$ cat config.mk
export PLATFORM = sky130hd
export DESIGN_NAME = ex_stage_flat
export DESIGN_NICKNAME = d
export VERILOG_FILES = /design/src/rtl/ex_stage_if.sv /design/src/rtl/ex_stage.sv /design/src/flat_wrapper.sv
export SDC_FILE = /design/constraint.sdc
export NUM_CORES = 1
export LEC_CHECK = 0
export BUFFER_PORTS_ARGS = -buffer_cell sky130_fd_sc_hd__buf_2
export CAP_MARGIN = 30
export CORE_MARGIN = 4
export CORE_UTILIZATION = 45
export DETAILED_ROUTE_END_ITERATION = 7
export PLACE_DENSITY = 0.68
export RECOVER_POWER = 100
export SYNTH_ARGS = -nofsm -noshare
export SYNTH_HDL_FRONTEND = slang
export SYNTH_SLANG_ARGS = --single-unit
$ cat constraint.sdc
create_clock -name clk -period 8.65 [get_ports clk]
set_clock_uncertainty 0.15 [all_clocks]
set_input_delay 1.73 -clock clk [delete_from_list [all_inputs] [get_ports clk]]
set_output_delay 1.73 -clock clk [all_outputs]
set_load 0.05 [all_outputs]
$ cat src/rtl/ex_stage_if.sv
// Signal bundle around the execute stage: decode input, memory-stage output,
// data-SRAM request and the controller stall vector/request.
interface ex_stage_if;
    logic [5:0]   stall;
    logic [158:0] id_to_ex_bus;
    logic [75:0]  ex_to_mem_bus;
    logic         data_sram_en;
    logic [3:0]   data_sram_wen;
    logic [31:0]  data_sram_addr;
    logic [31:0]  data_sram_wdata;
    logic         stallreq_for_ex;

    // master: the execute stage itself
    modport master (
        input  stall,
        input  id_to_ex_bus,
        output ex_to_mem_bus,
        output data_sram_en,
        output data_sram_wen,
        output data_sram_addr,
        output data_sram_wdata,
        output stallreq_for_ex
    );

    // slave: the surrounding pipeline (decode, controller, memory, SRAM)
    modport slave (
        output stall,
        output id_to_ex_bus,
        input  ex_to_mem_bus,
        input  data_sram_en,
        input  data_sram_wen,
        input  data_sram_addr,
        input  data_sram_wdata,
        input  stallreq_for_ex
    );
endinterface

$ cat src/rtl/ex_stage.sv
// MIPS execute stage: input register, operand select, 12-op one-hot ALU,
// data-SRAM store request and load-use stall request.
module ex_stage (
    input  logic        clk,
    input  logic        rst,
    ex_stage_if.master  bus
);

    localparam logic STOP    = 1'b1;
    localparam logic NO_STOP = 1'b0;

    logic [158:0] id_to_ex_bus_r;

    // Stall protocol: stall[2] freezes this stage's input register, stall[3]
    // freezes the next stage. If we stop but the next stage moves on, a
    // bubble (all-zero bundle) is inserted; if both stop, the register holds.
    always_ff @(posedge clk) begin
        if (rst) begin
            id_to_ex_bus_r <= '0;
        end else if (bus.stall[2] == STOP && bus.stall[3] == NO_STOP) begin
            id_to_ex_bus_r <= '0;
        end else if (bus.stall[2] == NO_STOP) begin
            id_to_ex_bus_r <= bus.id_to_ex_bus;
        end
    end

    logic [31:0] ex_pc;
    logic [31:0] inst;
    logic [11:0] alu_op;
    logic [2:0]  sel_src1;
    logic [3:0]  sel_src2;
    logic        data_ram_en;
    logic [3:0]  data_ram_wen;
    logic        rf_we;
    logic [4:0]  rf_waddr;
    logic        sel_rf_res;
    logic [31:0] rs_val;
    logic [31:0] rt_val;

    assign {ex_pc, inst, alu_op, sel_src1, sel_src2, data_ram_en, data_ram_wen,
            rf_we, rf_waddr, sel_rf_res, rs_val, rt_val} = id_to_ex_bus_r;

    logic op_add, op_sub, op_slt, op_sltu, op_and, op_nor;
    logic op_or, op_xor, op_sll, op_srl, op_sra, op_lui;

    assign {op_add, op_sub, op_slt, op_sltu, op_and, op_nor,
            op_or, op_xor, op_sll, op_srl, op_sra, op_lui} = alu_op;

    logic sel_sa, sel_pc, sel_rs;
    logic sel_zimm, sel_eight, sel_simm, sel_rt;

    assign {sel_sa, sel_pc, sel_rs}              = sel_src1;
    assign {sel_zimm, sel_eight, sel_simm, sel_rt} = sel_src2;

    logic [31:0] imm_sext;
    logic [31:0] imm_zext;
    logic [31:0] sa_zext;

    assign imm_sext = {{16{inst[15]}}, inst[15:0]};
    assign imm_zext = {16'b0, inst[15:0]};
    assign sa_zext  = {27'b0, inst[10:6]};

    logic [31:0] alu_src1;
    logic [31:0] alu_src2;

    // One-hot AND-OR selects: no select bit set yields zero.
    assign alu_src1 = ({32{sel_rs}} & rs_val)
                    | ({32{sel_pc}} & ex_pc)
                    | ({32{sel_sa}} & sa_zext);

    assign alu_src2 = ({32{sel_rt}}    & rt_val)
                    | ({32{sel_simm}}  & imm_sext)
                    | ({32{sel_eight}} & 32'd8)
                    | ({32{sel_zimm}}  & imm_zext);

    logic [4:0]  shamt;
    logic [31:0] add_res;
    logic [31:0] sub_res;
    logic [31:0] slt_res;
    logic [31:0] sltu_res;
    logic [31:0] and_res;
    logic [31:0] nor_res;
    logic [31:0] or_res;
    logic [31:0] xor_res;
    logic [31:0] sll_res;
    logic [31:0] srl_res;
    logic [31:0] sra_res;
    logic [31:0] lui_res;

    assign shamt    = alu_src1[4:0];
    assign add_res  = alu_src1 + alu_src2;
    assign sub_res  = alu_src1 - alu_src2;
    assign slt_res  = {31'b0, $signed(alu_src1) < $signed(alu_src2)};
    assign sltu_res = {31'b0, alu_src1 < alu_src2};
    assign and_res  = alu_src1 & alu_src2;
    assign nor_res  = ~(alu_src1 | alu_src2);
    assign or_res   = alu_src1 | alu_src2;
    assign xor_res  = alu_src1 ^ alu_src2;
    assign sll_res  = alu_src2 << shamt;
    assign srl_res  = alu_src2 >> shamt;
    assign sra_res  = $unsigned($signed(alu_src2) >>> shamt);
    assign lui_res  = {alu_src2[15:0], 16'b0};

    logic [31:0] alu_result;

    // add/sub wrap silently: overflow traps are not part of this core.
    assign alu_result = ({32{op_add}}  & add_res)
                      | ({32{op_sub}}  & sub_res)
                      | ({32{op_slt}}  & slt_res)
                      | ({32{op_sltu}} & sltu_res)
                      | ({32{op_and}}  & and_res)
                      | ({32{op_nor}}  & nor_res)
                      | ({32{op_or}}   & or_res)
                      | ({32{op_xor}}  & xor_res)
                      | ({32{op_sll}}  & sll_res)
                      | ({32{op_srl}}  & srl_res)
                      | ({32{op_sra}}  & sra_res)
                      | ({32{op_lui}}  & lui_res);

    assign bus.ex_to_mem_bus = {ex_pc, data_ram_en, data_ram_wen, sel_rf_res,
                                rf_we, rf_waddr, alu_result};

    assign bus.data_sram_en    = data_ram_en;
    assign bus.data_sram_wen   = data_ram_wen;
    assign bus.data_sram_addr  = alu_result;
    assign bus.data_sram_wdata = rt_val;

    // A load writing a real register: its data only exists after memory,
    // so a dependent instruction in decode must wait one cycle.
    assign bus.stallreq_for_ex = data_ram_en && (data_ram_wen == 4'b0) &&
                                 rf_we && (rf_waddr != 5'd0);

    logic unused_bits;
    assign unused_bits = ^{inst[31:16], inst[5:0], bus.stall[5:4], bus.stall[1:0]};

endmodule
$ cat src/flat_wrapper.sv
// flat-port wrapper written by rule: the top's interface ports become plain ports
module ex_stage_flat 
  (clk, rst, bus_stall, bus_id_to_ex_bus, bus_ex_to_mem_bus, bus_data_sram_en, bus_data_sram_wen, bus_data_sram_addr, bus_data_sram_wdata, bus_stallreq_for_ex);
  ex_stage_if bus_i ();
  input  logic clk;
  input  logic rst;
  input wire logic [$bits(bus_i.stall)-1:0] bus_stall;
  input wire logic [$bits(bus_i.id_to_ex_bus)-1:0] bus_id_to_ex_bus;
  output wire logic [$bits(bus_i.ex_to_mem_bus)-1:0] bus_ex_to_mem_bus;
  output wire logic [$bits(bus_i.data_sram_en)-1:0] bus_data_sram_en;
  output wire logic [$bits(bus_i.data_sram_wen)-1:0] bus_data_sram_wen;
  output wire logic [$bits(bus_i.data_sram_addr)-1:0] bus_data_sram_addr;
  output wire logic [$bits(bus_i.data_sram_wdata)-1:0] bus_data_sram_wdata;
  output wire logic [$bits(bus_i.stallreq_for_ex)-1:0] bus_stallreq_for_ex;
  assign bus_i.stall = bus_stall;
  assign bus_i.id_to_ex_bus = bus_id_to_ex_bus;
  assign bus_ex_to_mem_bus = bus_i.ex_to_mem_bus;
  assign bus_data_sram_en = bus_i.data_sram_en;
  assign bus_data_sram_wen = bus_i.data_sram_wen;
  assign bus_data_sram_addr = bus_i.data_sram_addr;
  assign bus_data_sram_wdata = bus_i.data_sram_wdata;
  assign bus_stallreq_for_ex = bus_i.stallreq_for_ex;
  ex_stage u_core (.clk(clk), .rst(rst), .bus(bus_i));
endmodule
==> impl_summary.txt <==
----------------------------------------------------
[Setup path]
  Largest stage delay on the critical path ... around 0.74 ns
  RR Endpoint ... u_core.id_to_ex_bus_r[93]$_SDFFE_PP0N_
  Slowest stage cell, crit path ... or2_0
  Termination of the worst setup path ... bus_ex_to_mem_bus[30]
  Crit end category ... output port
  CP Launch Point ... u_core.id_to_ex_bus_r[77]$_SDFFE_PP0N_
  Worst path depth ... 16
  List of cells traversed by the critical path ... or2_0, a22o_1, ha_1, inv_1, fa_1, nor2b_1, o21ai_0, o211ai_1, a221oi_2, a21bo_1, a31oi_2, nand3_1, a31oi_1, mux2i_1, a221o_1, buf_2
  Number of cells on the worst reg-to-reg path ... 3
  Data required time of the critical path ... 6.77 ns
  Worst setup SP type ... register
  Cell class contributing the biggest share of worst-path delay ... compound AO/OA/AOI/OAI gates
  Critical setup path kind ... register to output port
  Worst path arrival time ... slightly above 6 ns
  Slack of the worst reg-to-reg path ... just under 7 ns
  Top fanout value on the critical path ... 15
  Worst r2r src ... u_core.id_to_ex_bus_r[93]$_SDFFE_PP0N_
  Total buffers and inverters traversed by the critical path ... 2

[Drt]
  Drt via density ... around 6.2
  Aggregate routed wire length ... between 60000 and 70000 µm
  First drt pass iteration count ... 8
  ANT nets after route ... 0
  Number of DRC violations after detailed-routing iteration 0 ... 1964
  Mean routed wirelength per cell ... between 20 and 25 µm
  Via count ... 16000
  Post-detailed-route DRC marker count ... 0

[Floorplanning]
  Vert. Die Dim ... slightly below 200 µm
  Standard-cell rows ... 67
  Placeable core region ... roughly 0.033 mm²
  Die ar. ... 0.0369 mm²
  IO Count ... around 310
  Chip width ... ~190 µm
  Starting utilization of the core area ... a little under half

[Placed design]
  Detailed placement HPWL ... 49400 µm
  Placement-stage cell area ... ~0.016 mm²
  IO Port Bufs ... 292
  Final weighted congestion in routability-driven placement ... ~1.0
  Pre-CTS setup slack ... between 1.5 and 2 ns

[Synthesis]
  Top cell type's share of synthesized area ... roughly a fifth
  Netlist area before placement ... 0.0152 mm²
  Net count after synthesis ... approximately 2300
  Warnings from Yosys ... 0
  Dominant cell type by area after synthesis ... dfxtp_1
  Post-synth EDFFs ... 0
  Share of flip-flops with an asynchronous set or reset after synthesis ... 0%
  Mean cell area of the mapped netlist ... 7.50 µm²
  Cell types with the largest area share after synthesis ... dfxtp_1, mux2i_1, ha_1
  Post-synthesis register bit count ... between 100 and 150
  Most frequently used flop master after synthesis ... dfxtp_1
  Sequential-to-total area share from yosys stat ... between 10% and 20%
  Syn Inst Count ... between 2000 and 2500
  Synth unique cells ... 83

[Power and ir drop]
  Worst vdd ir ... 0.181 mV
  Internal power summed over all cells ... roughly 1.4 mW
  Power density cells ... roughly 150 mW/mm²
  Power share of the combinational group ... 39.5%
  Sw Share ... 41.2%
  Clock power frac ... between 30% and 40%
  Net switching power ... approximately 1.0 mW
  Static power due to leakage ... 7.33 nW
  Fraction of power consumed by sequential logic ... around 30%

[Outcome]
  Outcome ... complete, but fails checks
  Violated checks ... max-capacitance violations, max-slew violations

[Finish]
  Number of filler instances in the final layout ... between 3000 and 4000
  Final standard cell area without fillers ... roughly 0.017 mm²
  Signed area change from the synthesized netlist to the final layout ... 8.51%
  Max FFs per register ... roughly 140
  Layout Nets ... around 2400
  Top Registers ... u_core.id_to_ex_bus_r (143)
  Ratio of cells with drive above 1 in the final layout ... between 10% and 20%
  Most flop-heavy register ... u_core.id_to_ex_bus_r

[Global route]
  Wire length of the first global-routing pass ... 93900 µm
  Number of antenna violations at the first check in global routing ... 2
  Tot GR Track Use ... between 30% and 40%
  Number of global-route vias before repair ... approximately 15000
  Grt ovf ... 0
  Largest net degree at the start of global routing ... slightly below 90

[Clocking]
  Cell at the root of the clock tree ... clkbuf_16
  TritonCTS clock tree ... yes
  Number of buffers added to fix hold violations after cts ... 0
  Resized Gates After CTS ... 0
  Clock-pin slew on the worst setup and hold paths ... roughly 0.060 ns
  Number of setup buffers added after CTS ... 0
  Clock network latency to the later pin of the worst-skew pair ... 0.42 ns
  Deepest clock path buffer count ... 2
  Clock buffer count from CTS ... 17
  Maximum level of the CTS H-tree ... 4
  Clock Sinks ... approximately 140

[Timing]
  Period utilisation layout ... between 90% and 100%
  Unrepaired setup endpoints after global routing ... false
  Max Transition Viols Final ... 159
  Final hold slack ... 0.348 ns
  Relative max-transition margin ... -292%
  Crit path setup slack, layout ... 0.714 ns
  Sum Neg Setup Slack ... 0 ns
  Final period demand of the worst path ... between 7 and 8 ns
  Measured slew at the worst slew-check pin ... slightly below 6 ns
  # setup viols final ... 0
  Fmax achieved ... ~0.13 GHz
  Number of hold violations in the final report ... 0

[Run]
  Number of maximum-capacitance constraint violations ... 2

[Worst hold path]
  Hold Crit Start ... u_core.id_to_ex_bus_r[41]$_SDFFE_PP0N_
  HP Class ... register to register

----------------------------------------------------
==> worst min-delay path by stage <==
| stage | slack, ns | endpoint | cells after the start |
|---|---|---|---|
| after floorplan | 0.31 | u_core.id_to_ex_bus_r[32]$_SDFFE_PP0N_ | 2 |
| after global placement | 0.32 | u_core.id_to_ex_bus_r[58]$_SDFFE_PP0N_ | 2 |
| after detailed placement | 0.33 | u_core.id_to_ex_bus_r[108]$_SDFFE_PP0N_ | 2 |
| after CTS | 0.35 | u_core.id_to_ex_bus_r[108]$_SDFFE_PP0N_ | 2 |
| after global routing | 0.37 | u_core.id_to_ex_bus_r[47]$_SDFFE_PP0N_ | 2 |
| final | 0.35 | u_core.id_to_ex_bus_r[41]$_SDFFE_PP0N_ | 2 |
==> power groups by stage <==
| stage | Combinational [mW] | Clock [mW] | Sequential (mW) |
|---|---|---|---|
| 4_1_cts | 0.949 | 0.755 | 0.726 |
| 5_1_grt | 1.01 | 0.780 | 0.730 |
| 2_1_floorplan | 0.738 | 0 | 0.726 |
| 6_report | 0.958 | 0.739 | 0.727 |
| 3_5_place_dp | 0.946 | 0 | 0.740 |
| 3_3_place_gp | 0.943 | 0 | 0.738 |
==> Yosys cell counts, types with 23 or more instances <==
cell type	n
o21ai_1	46
a211oi_1	24
mux2_2	28
nand3_1	25
ha_1	95
clkbuf_1	105
dfxtp_1	143
a21oi_1	142
a221oi_1	36
a22oi_1	32
inv_1	93
o21ai_0	66
a22o_1	41
nor2_1	271
mux2i_1	222
buf_2	23
o211ai_1	28
buf_4	118
xnor2_1	38
nand2_1	174
==> metal layers <==
layer	global-route usage, %	wire length (µm)	vias up
met5	0	0	-
met4	14.5	3290	0
met3	7.34	6380	156
met2	51.8	28200	918
met1	44.7	26200	7603
li1	-	-	7313
==> placed cells by master, fill, tap and decap left out, types with 17 or more instances in the layout <==
cell and count:
nor2_1 271, xnor2_1 38, nand2_1 173, o21ai_1 40
a211oi_1 24, clkbuf_16 17, nand3_1 25, o211ai_1 28
ha_1 95, clkbuf_1 129, dfxtp_1 142, a221oi_1 36
buf_2 164, mux2_2 28, buf_4 41, inv_1 91
a21oi_1 142, o21ai_0 72, nor3_1 20, a22o_1 41
mux2i_1 222, a22oi_1 32
==> cells by family after synthesis <==
group,Yosys count,share of synthesized area (%)
xor gates and xnor gates,48,2.76
DFF,143,18.8
buffers and inverters,367,12.2
adders and majority gates,97,8.06
AOI/OAI and AO/OA,562,25.6
muxes,254,16.9
and+or+nand+nor,562,15.7
==> final cells by class <==
type                       instances  area [µm²]  share of cell area [%]
antenna                            2        5.00                  0.0303
clock inverter                    11         129                   0.779
multi-input combinational       1523       10500                    63.6
sequential                       143        2860                    17.3
clock buffer                      21         470                    2.85
timing repair buffer             334        1610                    9.76
tap                              448         561                    3.39
inverter                          99         372                    2.25
==> stage by stage <==
stage	instances	utilization (%)	total power, mW
floorplan	2033	-	1.46
global placement	2547	48.1	1.68
detailed placement	2547	48.1	1.69
CTS	2579	49.9	2.43
global route	2580	49.4	2.52
finish	2581	49.4	2.42
==> worst reg2reg max path, delay by kind of cell, from the launching register on <==
kind                   cells  cell delay [ns]
AND/OR/NAND/NOR            1             0.24
flip-flops                 1             0.88
buffers and inverters      1             0.36
multiplexers               1             0.11
No activity file was read; power rests on OpenSTA's default activity.
